`config.mk`:
```
export PLATFORM = sky130hd
export DESIGN_NAME = fifo_ctrl_sync
export DESIGN_NICKNAME = d
export VERILOG_FILES = /design/src/rtl/fifo_pkg.sv /design/src/rtl/sync_ram_simple_dual.sv /design/src/rtl/fifo_ctrl_sync.sv
export SDC_FILE = /design/constraint.sdc
export NUM_CORES = 1
export LEC_CHECK = 0
export ABC_AREA = 1
export CAP_MARGIN = 20
export CORE_ASPECT_RATIO = 0.8
export CORE_MARGIN = 8
export CORE_UTILIZATION = 43
export CTS_BUF_LIST = sky130_fd_sc_hd__clkbuf_8
export DETAILED_ROUTE_END_ITERATION = 7
export PLACE_DENSITY = 0.61
export SYNTH_ARGS = -nofsm -noshare
export SYNTH_HDL_FRONTEND = slang
export SYNTH_SLANG_ARGS = --single-unit
```
`constraint.sdc`:
```
create_clock -name clk -period 3.9 [get_ports clk]
set_clock_uncertainty 0.2 [all_clocks]
set_input_delay 0.78 -clock clk [delete_from_list [all_inputs] [get_ports clk]]
set_output_delay 0.78 -clock clk [all_outputs]
set_load 0.03 [all_outputs]
```
`src/rtl/fifo_pkg.sv`:
```
// Shared constants and types for the synchronous FWFT FIFO controller.
package fifo_pkg;

    localparam int unsigned D_WIDTH_DEF = 8;
    localparam int unsigned A_WIDTH_DEF = 4;
    localparam int unsigned DEPTH       = 2 ** A_WIDTH_DEF;
    localparam int unsigned SKID_DEPTH  = 2;

    typedef logic [A_WIDTH_DEF+1:0] level_t;

endpackage

```
`src/rtl/sync_ram_simple_dual.sv`:
```
// Simple dual-port synchronous RAM: one write port, one read port with registered output.
module sync_ram_simple_dual #(
    parameter int unsigned d_width = 8,
    parameter int unsigned a_width = 4
) (
    input  logic               clk,
    input  logic               i_we,
    input  logic [a_width-1:0] i_waddr,
    input  logic [d_width-1:0] i_wdata,
    input  logic               i_re,
    input  logic [a_width-1:0] i_raddr,
    output logic [d_width-1:0] o_rdata
);

    logic [d_width-1:0] r_mem [2**a_width];
    logic [d_width-1:0] r_rdata;

    // Array is never reset; the controller only consumes read data it issued.
    always_ff @(posedge clk) begin
        if (i_we) begin
            r_mem[i_waddr] <= i_wdata;
        end
        if (i_re) begin
            r_rdata <= r_mem[i_raddr];
        end
    end

    assign o_rdata = r_rdata;

endmodule

```
`src/rtl/fifo_ctrl_sync.sv`:
```
// FWFT valid/ready FIFO: RAM pointer control plus a 2-entry skid buffer hiding RAM read latency.
module fifo_ctrl_sync
    import fifo_pkg::*;
#(
    parameter int unsigned d_width = D_WIDTH_DEF,
    parameter int unsigned a_width = A_WIDTH_DEF
) (
    input  logic               clk,
    input  logic               nrst,
    input  logic               flush,
    input  logic [d_width-1:0] in_data,
    input  logic               in_valid,
    output logic               in_ready,
    output logic [d_width-1:0] out_data,
    output logic               out_valid,
    input  logic               out_ready,
    output logic [a_width+1:0] level
);

    localparam int unsigned RAM_DEPTH = 2 ** a_width;
    localparam int unsigned CNT_W     = a_width + 1;
    localparam int unsigned LVL_W     = a_width + 2;

    logic [a_width-1:0] r_wr_ptr;
    logic [a_width-1:0] r_rd_ptr;
    logic [CNT_W-1:0]   r_count_ram;
    logic               r_rd_pending;
    logic [1:0]         r_occ;
    logic [d_width-1:0] r_skid0;
    logic [d_width-1:0] r_skid1;
    logic               r_out_valid;
    logic [LVL_W-1:0]   r_level;

    logic               w_push;
    logic               w_pop;
    logic               w_rd_issue;
    logic [2:0]         w_occ_pend;
    logic [1:0]         w_occ_after_pop;
    logic [a_width-1:0] w_wr_ptr_n;
    logic [a_width-1:0] w_rd_ptr_n;
    logic [CNT_W-1:0]   w_count_n;
    logic [1:0]         w_occ_n;
    logic [d_width-1:0] w_skid0_n;
    logic [d_width-1:0] w_skid1_n;
    logic [LVL_W-1:0]   w_level_n;
    logic [d_width-1:0] w_ram_rdata;

    // Ready depends only on registered RAM occupancy, never on out_ready.
    assign in_ready = nrst & (r_count_ram != CNT_W'(RAM_DEPTH));
    assign w_push   = in_valid & in_ready;
    assign w_pop    = r_out_valid & out_ready;

    sync_ram_simple_dual #(
        .d_width (d_width),
        .a_width (a_width)
    ) u_ram (
        .clk     (clk),
        .i_we    (w_push & ~flush),
        .i_waddr (r_wr_ptr),
        .i_wdata (in_data),
        .i_re    (w_rd_issue),
        .i_raddr (r_rd_ptr),
        .o_rdata (w_ram_rdata)
    );

    always_comb begin
        w_occ_pend      = 3'(r_occ) + 3'(r_rd_pending) - 3'(w_pop);
        w_rd_issue      = (r_count_ram != '0) && (w_occ_pend <= 3'd1);
        w_occ_after_pop = r_occ - 2'(w_pop);

        w_wr_ptr_n = r_wr_ptr + a_width'(w_push);
        w_rd_ptr_n = r_rd_ptr + a_width'(w_rd_issue);
        w_count_n  = r_count_ram + CNT_W'(w_push) - CNT_W'(w_rd_issue);
        w_occ_n    = w_occ_after_pop + 2'(r_rd_pending);

        w_skid0_n = r_skid0;
        w_skid1_n = r_skid1;
        // Shift only from a full skid so an emptied head keeps its last value.
        if (w_pop && (r_occ == 2'(SKID_DEPTH))) begin
            w_skid0_n = r_skid1;
        end
        if (r_rd_pending) begin
            if (w_occ_after_pop == 2'd0) begin
                w_skid0_n = w_ram_rdata;
            end else begin
                w_skid1_n = w_ram_rdata;
            end
        end

        w_level_n = LVL_W'(w_count_n) + LVL_W'(w_rd_issue) + LVL_W'(w_occ_n);
    end

    always_ff @(posedge clk) begin
        if (!nrst || flush) begin
            r_wr_ptr     <= '0;
            r_rd_ptr     <= '0;
            r_count_ram  <= '0;
            r_rd_pending <= 1'b0;
            r_occ        <= '0;
            r_skid0      <= '0;
            r_skid1      <= '0;
            r_out_valid  <= 1'b0;
            r_level      <= '0;
        end else begin
            r_wr_ptr     <= w_wr_ptr_n;
            r_rd_ptr     <= w_rd_ptr_n;
            r_count_ram  <= w_count_n;
            r_rd_pending <= w_rd_issue;
            r_occ        <= w_occ_n;
            r_skid0      <= w_skid0_n;
            r_skid1      <= w_skid1_n;
            r_out_valid  <= (w_occ_n != 2'd0);
            r_level      <= w_level_n;
        end
    end

    assign out_data  = r_skid0;
    assign out_valid = r_out_valid;
    assign level     = r_level;

endmodule

```
==> results of run 1 <==
where the power goes:
group,internal [mW],switching [mW]
Clock,0.562,0.663
Combinational,0.841,1.12
Sequential,2.17,0.0802
worst max-delay path by stage:
| stage | from | endpoint | slack [ps] |
|---|---|---|---|
| floorplan | out_ready | level[4] | 9 |
| global placement | out_ready | level[4] | -450 |
| detailed placement | out_ready | level[4] | -540 |
| CTS | out_ready | level[4] | 5 |
| global route | out_ready | level[4] | 110 |
| finish | out_ready | level[4] | 260 |
tightest hold or removal path, stage by stage, from the launching register on:
cell and delay (ps):
dfxtp_1 310, inv_1 50, a21oi_1 50
state kept, by name (all words and copies together) (netlist names):
register / cells
r_occ: 2
r_skid1: 8
u_ram.o_rdata: 8
out_data: 8
level: 6
out_valid: 1
r_count_ram: 5
r_wr_ptr: 4
u_ram.r_mem: 128
r_rd_ptr: 4
r_rd_pending: 1
per-layer routing:
metal  part of all wire [%]  track usage, %  vias to the layer above
met5                      0               0                        -
met4                    1.2            4.72                        0
met3                    4.7            3.69                       17
met2                     46            22.9                      100
met1                     48            21.5                     2367
li1                       -               -                     2360
cell type report:
cell class	instances	area, sq um
Multi-Input combinational cell	400	2170
Timing Repair Buffer	65	573
Sequential cell	175	4870
Clock buffer	17	234
Tap cell	220	275
Inverter	46	175
Fill cell	1478	8160
Clock inverter	15	148
timing repair:
action / 4_1_cts / 5_1_grt
pin swaps: 2 / 11
resized for setup: 2 / 15
endpoints found under the setup margin: 2 / 5
buffers inserted: 1 / 3
kinds of logic after synthesis:
group	after synthesis
and+or+nand+nor	239
DFF	175
AOI/OAI and AO/OA	138
buffers and inverters	76
adders and majority gates	16
xor gates and xnor gates	7
cell usage in the layout (no fill, tap or decap):
cell	instances
inv_2	6
nor2_4	2
dlymetal6s2s_1	1
nor2_2	18
inv_6	1
a21oi_1	15
clkinv_1	3
o21ai_0	73
clkinv_2	1
dfxtp_1	37
clkdlybuf4s50_1	27
nand2_2	7
fa_2	2
nand2_1	45
o211ai_1	27
nor3_1	1
buf_12	1
o21ai_2	5
clkinv_4	2
nor2_1	134
inv_4	1
o211ai_2	5
nand3b_1	3
clkinvlp_4	6
buf_4	36
clkbuf_8	17
inv_1	39
ha_1	9
nand3_1	29
ha_2	1
ha_4	3
bufinv_16	2
dfxtp_2	2
xnor2_1	3
edfxtp_1	136
xor2_1	3
xnor2_2	1
o21ai_1	13
fa_1	1
through the flow:
stage | cell area, sq um | util [%] | hold WS (ps) | TNS, ps | setup WS, ps
after floorplan | 7320 | - | 225 | 0 | 8.78
after global placement | 7950 | 47.9 | 235 | -2220 | -451
after detailed placement | 7970 | 48.0 | 239 | -2750 | -539
after CTS | 8360 | 50.3 | 252 | 0 | 4.72
after global routing | 8450 | 50.9 | 275 | 0 | 106
final | 8450 | 50.9 | 250 | 0 | 264
==> impl_metrics.env, run 1 <==
export IMPL_vias_per_cell=5.16
export IMPL_pin_count=29
export IMPL_gp_congestion=0.780
export IMPL_crit_chain="dlymetal6s2s_1 > nand2_1 > inv_2 > nand2_2 > buf_4 > buf_4 > inv_1 > fa_2 > nand2_2 > nor2_4 > nand2_2 > inv_4 > nand2_2 > nand2_1 > ha_2 > inv_2 > fa_1 > inv_2 > fa_2 > nand2_2 > nor2_1 > nand3_1 > o21ai_1"
export IMPL_vias=4844
export IMPL_hold_class="reg2reg"
export IMPL_initial_core_util_pct=44.0
export IMPL_insertion_delay_ps=470
export IMPL_crit_path_top_delay_cell="fa_1"
export IMPL_track_usage_pct=15.3
export IMPL_muxShareOfSynthArea_pct=0
export IMPL_instances_no_fill=938
export IMPL_synthSimpleGateAreaFrac_pct=13.7
export IMPL_synth_nets=680
export IMPL_slew_limit_headroom_pct=32.1
export IMPL_drtIter0Drc=460
export IMPL_die_height_um=133
export IMPL_dp_hpwl_um=10200
export IMPL_layout_min_cycle_time_ps=3640
export IMPL_grt_ovfl_total=0
export IMPL_synthAdderAreaFrac_pct=3.05
export IMPL_synth_compound_area_share_pct=11.1
export IMPL_cts_root_buf="clkbuf_8"
export IMPL_min_path_cells=2
export IMPL_synth_xor_area_share_pct=0.839
export IMPL_power_total_mw=5.43
export IMPL_area_growth_pct=15.6
export IMPL_ys_async_sr_fraction_pct=0
export IMPL_syn_inst=651
export IMPL_clkSinkCount=175
export IMPL_min_from="r_skid1[4]"
export IMPL_path_clk_slew_ps=90
export IMPL_worst_setup_path_end_kind="flop"
export IMPL_status="finished, final reports clean"
export IMPL_setup_viol=0
export IMPL_startpoint_type="primary input"
export IMPL_power_density_nw_per_um2=643
export IMPL_cts_buffers=17
export IMPL_grt_pass1_wl_um=25600
export IMPL_ant_nets=0
export IMPL_routed_wl_um=16000
export IMPL_rsz0062_at_grt="false"
export IMPL_yosysTopAreaCell="edfxtp_1"
export IMPL_r2r_slack_ps=380
export IMPL_required_ps=4070
export IMPL_hold_viol_final=0
export IMPL_drtPass1Iterations=5
export IMPL_cp_slowest_stage_delay_ps=550
export IMPL_cp_num_buf_inv=8
export IMPL_num_rows=42
export IMPL_synth_area_top_cells="edfxtp_1 (56%), dfxtp_1 (11%), nor2_1 (6.9%), o21ai_0 (5.1%), o211ai_1 (2.8%)"
export IMPL_place_inst=902
export IMPL_clock_path_buffers=2
export IMPL_path_class="in2reg"
export IMPL_min_period_over_period_pct=93.2
export IMPL_reg2reg_to="level[4]"
export IMPL_nets=734
export IMPL_drv_slew=0
export IMPL_synth_edff_count=136
export IMPL_syn_avg_cell_area_sq_um=11.2
export IMPL_drcViolationCount=0
export IMPL_ys_seq_area_share_pct=66.6
export IMPL_core_area_sq_um=16600
export IMPL_path_max_fanout=4
export IMPL_yosys_cell_types_count=28
export IMPL_hold_end="r_skid1[4]"
export IMPL_synth_most_common_cell="edfxtp_1"
export IMPL_worstPathArrival_ps=3800
export IMPL_grt_pass1_vias=4680
export IMPL_peakVddDrop_mv=0.387
export IMPL_synth_warnings=0
export IMPL_port_buffers=28
export IMPL_htree_levels=4
export IMPL_grt_max_degree=66
export IMPL_leakage_nw=2.92
export IMPL_diodes=0
export IMPL_synth_top_family_by_area="simple AND/OR/NAND/NOR gates"
export IMPL_fmax_ghz=0.275
export IMPL_path_common_cell="nand2_2"
export IMPL_wl_per_cell_um=17.1
export IMPL_crit_family="adder cells"
export IMPL_cts_tree="done"
export IMPL_r2r_cells=22
export IMPL_drive_gt1_share_pct=16.6
export IMPL_synth_cell_area_sq_um=7310
export IMPL_synth_seq_cells=175
export IMPL_die_w_um=162
export IMPL_yosys_top_cells_count="edfxtp_1 (136), nor2_1 (135), o21ai_0 (74)"
export IMPL_ys_flop_type="edfxtp_1"
export IMPL_path_depth=23
export IMPL_maxCapViolCount=0
export IMPL_worstMarginPinSlew_ps=1020
export IMPL_synth_top_area_share_pct=55.9
export IMPL_design_die_area_sq_um=21400
export IMPL_hold_buffers=0
export IMPL_grt_antenna_before_repair=0
export IMPL_r2r_start="out_valid"
Note: power is estimated with default switching activity, not from simulation.
==> run 2: changes to the inputs <==
--- a/config.mk
+++ b/config.mk
@@ -9,10 +9,11 @@
 export CAP_MARGIN = 20
 export CORE_ASPECT_RATIO = 0.8
 export CORE_MARGIN = 8
-export CORE_UTILIZATION = 43
+export CORE_UTILIZATION = 57
 export CTS_BUF_LIST = sky130_fd_sc_hd__clkbuf_8
 export DETAILED_ROUTE_END_ITERATION = 7
-export PLACE_DENSITY = 0.61
+export PLACE_DENSITY = 0.77
+export SETUP_SLACK_MARGIN = 0.15
 export SYNTH_ARGS = -nofsm -noshare
 export SYNTH_HDL_FRONTEND = slang
 export SYNTH_SLANG_ARGS = --single-unit
==> impl_metrics.env, run 2 (synthesized netlist as in run 1, its figures left out) <==
export IMPL_drv_slew=0
export IMPL_hold_end="r_skid1[7]"
export IMPL_cts_tree="done"
export IMPL_gp_congestion=0.805
export IMPL_diodes=0
export IMPL_clockPowerShare_pct=23.0
export IMPL_reg2reg_to="level[3]"
export IMPL_drtIter0Drc=479
export IMPL_cts_root_buf="clkbuf_8"
export IMPL_hold_buffers=0
export IMPL_min_from="r_skid1[7]"
export IMPL_vias=4845
export IMPL_wl_per_cell_um=17.3
export IMPL_clkSinkCount=175
export IMPL_dp_hpwl_um=9700
export IMPL_clock_path_buffers=2
export IMPL_setup_viol=0
export IMPL_required_ps=4060
export IMPL_maxCapViolCount=0
export IMPL_path_max_fanout=3
export IMPL_power_switching_mw=1.79
export IMPL_r2r_start="out_valid"
export IMPL_core_area_sq_um=12700
export IMPL_drtPass1Iterations=6
export IMPL_port_buffers=28
export IMPL_post_route_util_pct=65.4
export IMPL_worst_setup_path_end_kind="flop"
export IMPL_insertion_delay_ps=450
export IMPL_grt_pass1_wl_um=24400
export IMPL_stdcell_area_sq_um=8300
export IMPL_hold_viol_final=0
export IMPL_sequentialPowerShare_pct=41.8
export IMPL_area_growth_pct=13.5
export IMPL_worstPathArrival_ps=3760
export IMPL_fmax_ghz=0.278
export IMPL_drive_gt1_share_pct=14.9
export IMPL_grt_max_degree=67
export IMPL_nets=728
export IMPL_place_inst=849
export IMPL_path_class="in2reg"
export IMPL_num_rows=37
export IMPL_setup_slack_ps=299
export IMPL_cell_internal_pwr_mw=3.55
export IMPL_vias_per_cell=5.46
export IMPL_ant_nets=0
export IMPL_nFillCells=955
export IMPL_drcViolationCount=0
export IMPL_regMostFlops="u_ram.r_mem"
export IMPL_routed_wl_um=15300
export IMPL_htree_levels=4
export IMPL_path_clk_slew_ps=90
export IMPL_grt_antenna_before_repair=0
export IMPL_r2r_cells=24
export IMPL_min_path_cells=2
export IMPL_die_height_um=117
export IMPL_hold_class="reg2reg"
export IMPL_switching_share_pct=33.5
export IMPL_startpoint_type="primary input"
export IMPL_grt_pass1_vias=4670
export IMPL_min_period_over_period_pct=92.3
export IMPL_cts_buffers=17
export IMPL_pre_cts_ws_ps=-568
export IMPL_die_w_um=143
export IMPL_pin_count=29
export IMPL_worstMarginPinSlew_ps=811
export IMPL_instances_no_fill=887
export IMPL_peakVddDrop_mv=0.458
export IMPL_rsz0062_at_grt="false"
export IMPL_timing_hold_ws_ps=248
export IMPL_leakage_nw=2.90
export IMPL_layout_min_cycle_time_ps=3600
export IMPL_final_cell_mix="edfxtp_1 (136), nor2_1 (134), o21ai_0 (73), nand2_1 (47), inv_1 (41)"
export IMPL_r2r_slack_ps=340
export IMPL_slew_limit_headroom_pct=45.7
export IMPL_place_area_sq_um=7850
export IMPL_power_density_nw_per_um2=645
export IMPL_largest_reg_flops=128
export IMPL_initial_core_util_pct=57.6
export IMPL_grt_ovfl_total=0
export IMPL_layout_commonest_cell="edfxtp_1"
export IMPL_combPwrFrac_pct=35.1
export IMPL_design_die_area_sq_um=16700
export IMPL_track_usage_pct=19.5
export IMPL_status="finished, final reports clean"
-- run 2: area by class of cell --
class                   instances  area, sq um  share of cell area, %
clock buffers                  17          234                   2.82
clock inverters                15          155                   1.87
inverters                      46          175                   2.11
multi-input cells             400         2120                   25.6
flip-flops and latches        175         4870                   58.7
well taps                     175          219                   2.64
repair buffers                 59          520                   6.27
-- run 2: layer usage --
layer | global-route usage, % | part of all wire [%]
met4 | 8.40 | 1.3
met1 | 25.4 | 45
met5 | 0 | 0
met2 | 31.2 | 48
met3 | 4.50 | 6.2
-- run 2: worst max-delay path: stages --
cell	delay, ps
clkbuf_2	100
nand2_4	50
inv_2	50
nand2_2	40
nand2_1	80
ha_2	170
inv_2	30
fa_1	470
nand2_1	60
nor2_2	150
nand2_2	100
inv_4	70
nand2_2	50
nand2_1	70
ha_2	190
inv_2	40
fa_1	540
inv_2	60
ha_1	260
inv_1	70
nor2_1	40
nand2_1	110
nand2_1	60
nand2_1	50
nand2_1	40
-- run 2: how the worst max path moves through the flow --
stage,from,endpoint,slack [ps]
6_report,out_ready,level[3],300
5_1_grt,out_valid,level[3],170
4_1_cts,out_ready,level[3],250
3_5_place_dp,out_ready,level[3],-570
3_3_place_gp,out_ready,level[4],-440
2_1_floorplan,out_ready,level[4],30
-- run 2: metrics by stage --
step	power, mW	TNS (ps)
after floorplan	3.48	0
after global placement	3.98	-2230
after CTS	5.30	0
final	5.35	0
after detailed placement	4.04	-3120
after global routing	5.67	0
-- run 2: power groups by stage --
| stage | Clock (mW) | Combinational [mW] | Sequential (mW) |
|---|---|---|---|
| global placement | 0 | 1.68 | 2.29 |
| global route | 1.32 | 2.10 | 2.25 |
| CTS | 1.26 | 1.79 | 2.25 |
| detailed placement | 0 | 1.75 | 2.29 |
| finish | 1.23 | 1.88 | 2.24 |
| floorplan | 0 | 1.17 | 2.31 |
-- run 2: timing repair --
| action | in CTS | in global routing |
|---|---|---|
| hold endpoints to repair | 0 | 0 |
| buffers inserted | 2 | 3 |
| gates resized for setup | 1 | 3 |
| endpoints found under the setup margin | 5 | 3 |
| pin swaps | 4 | 3 |
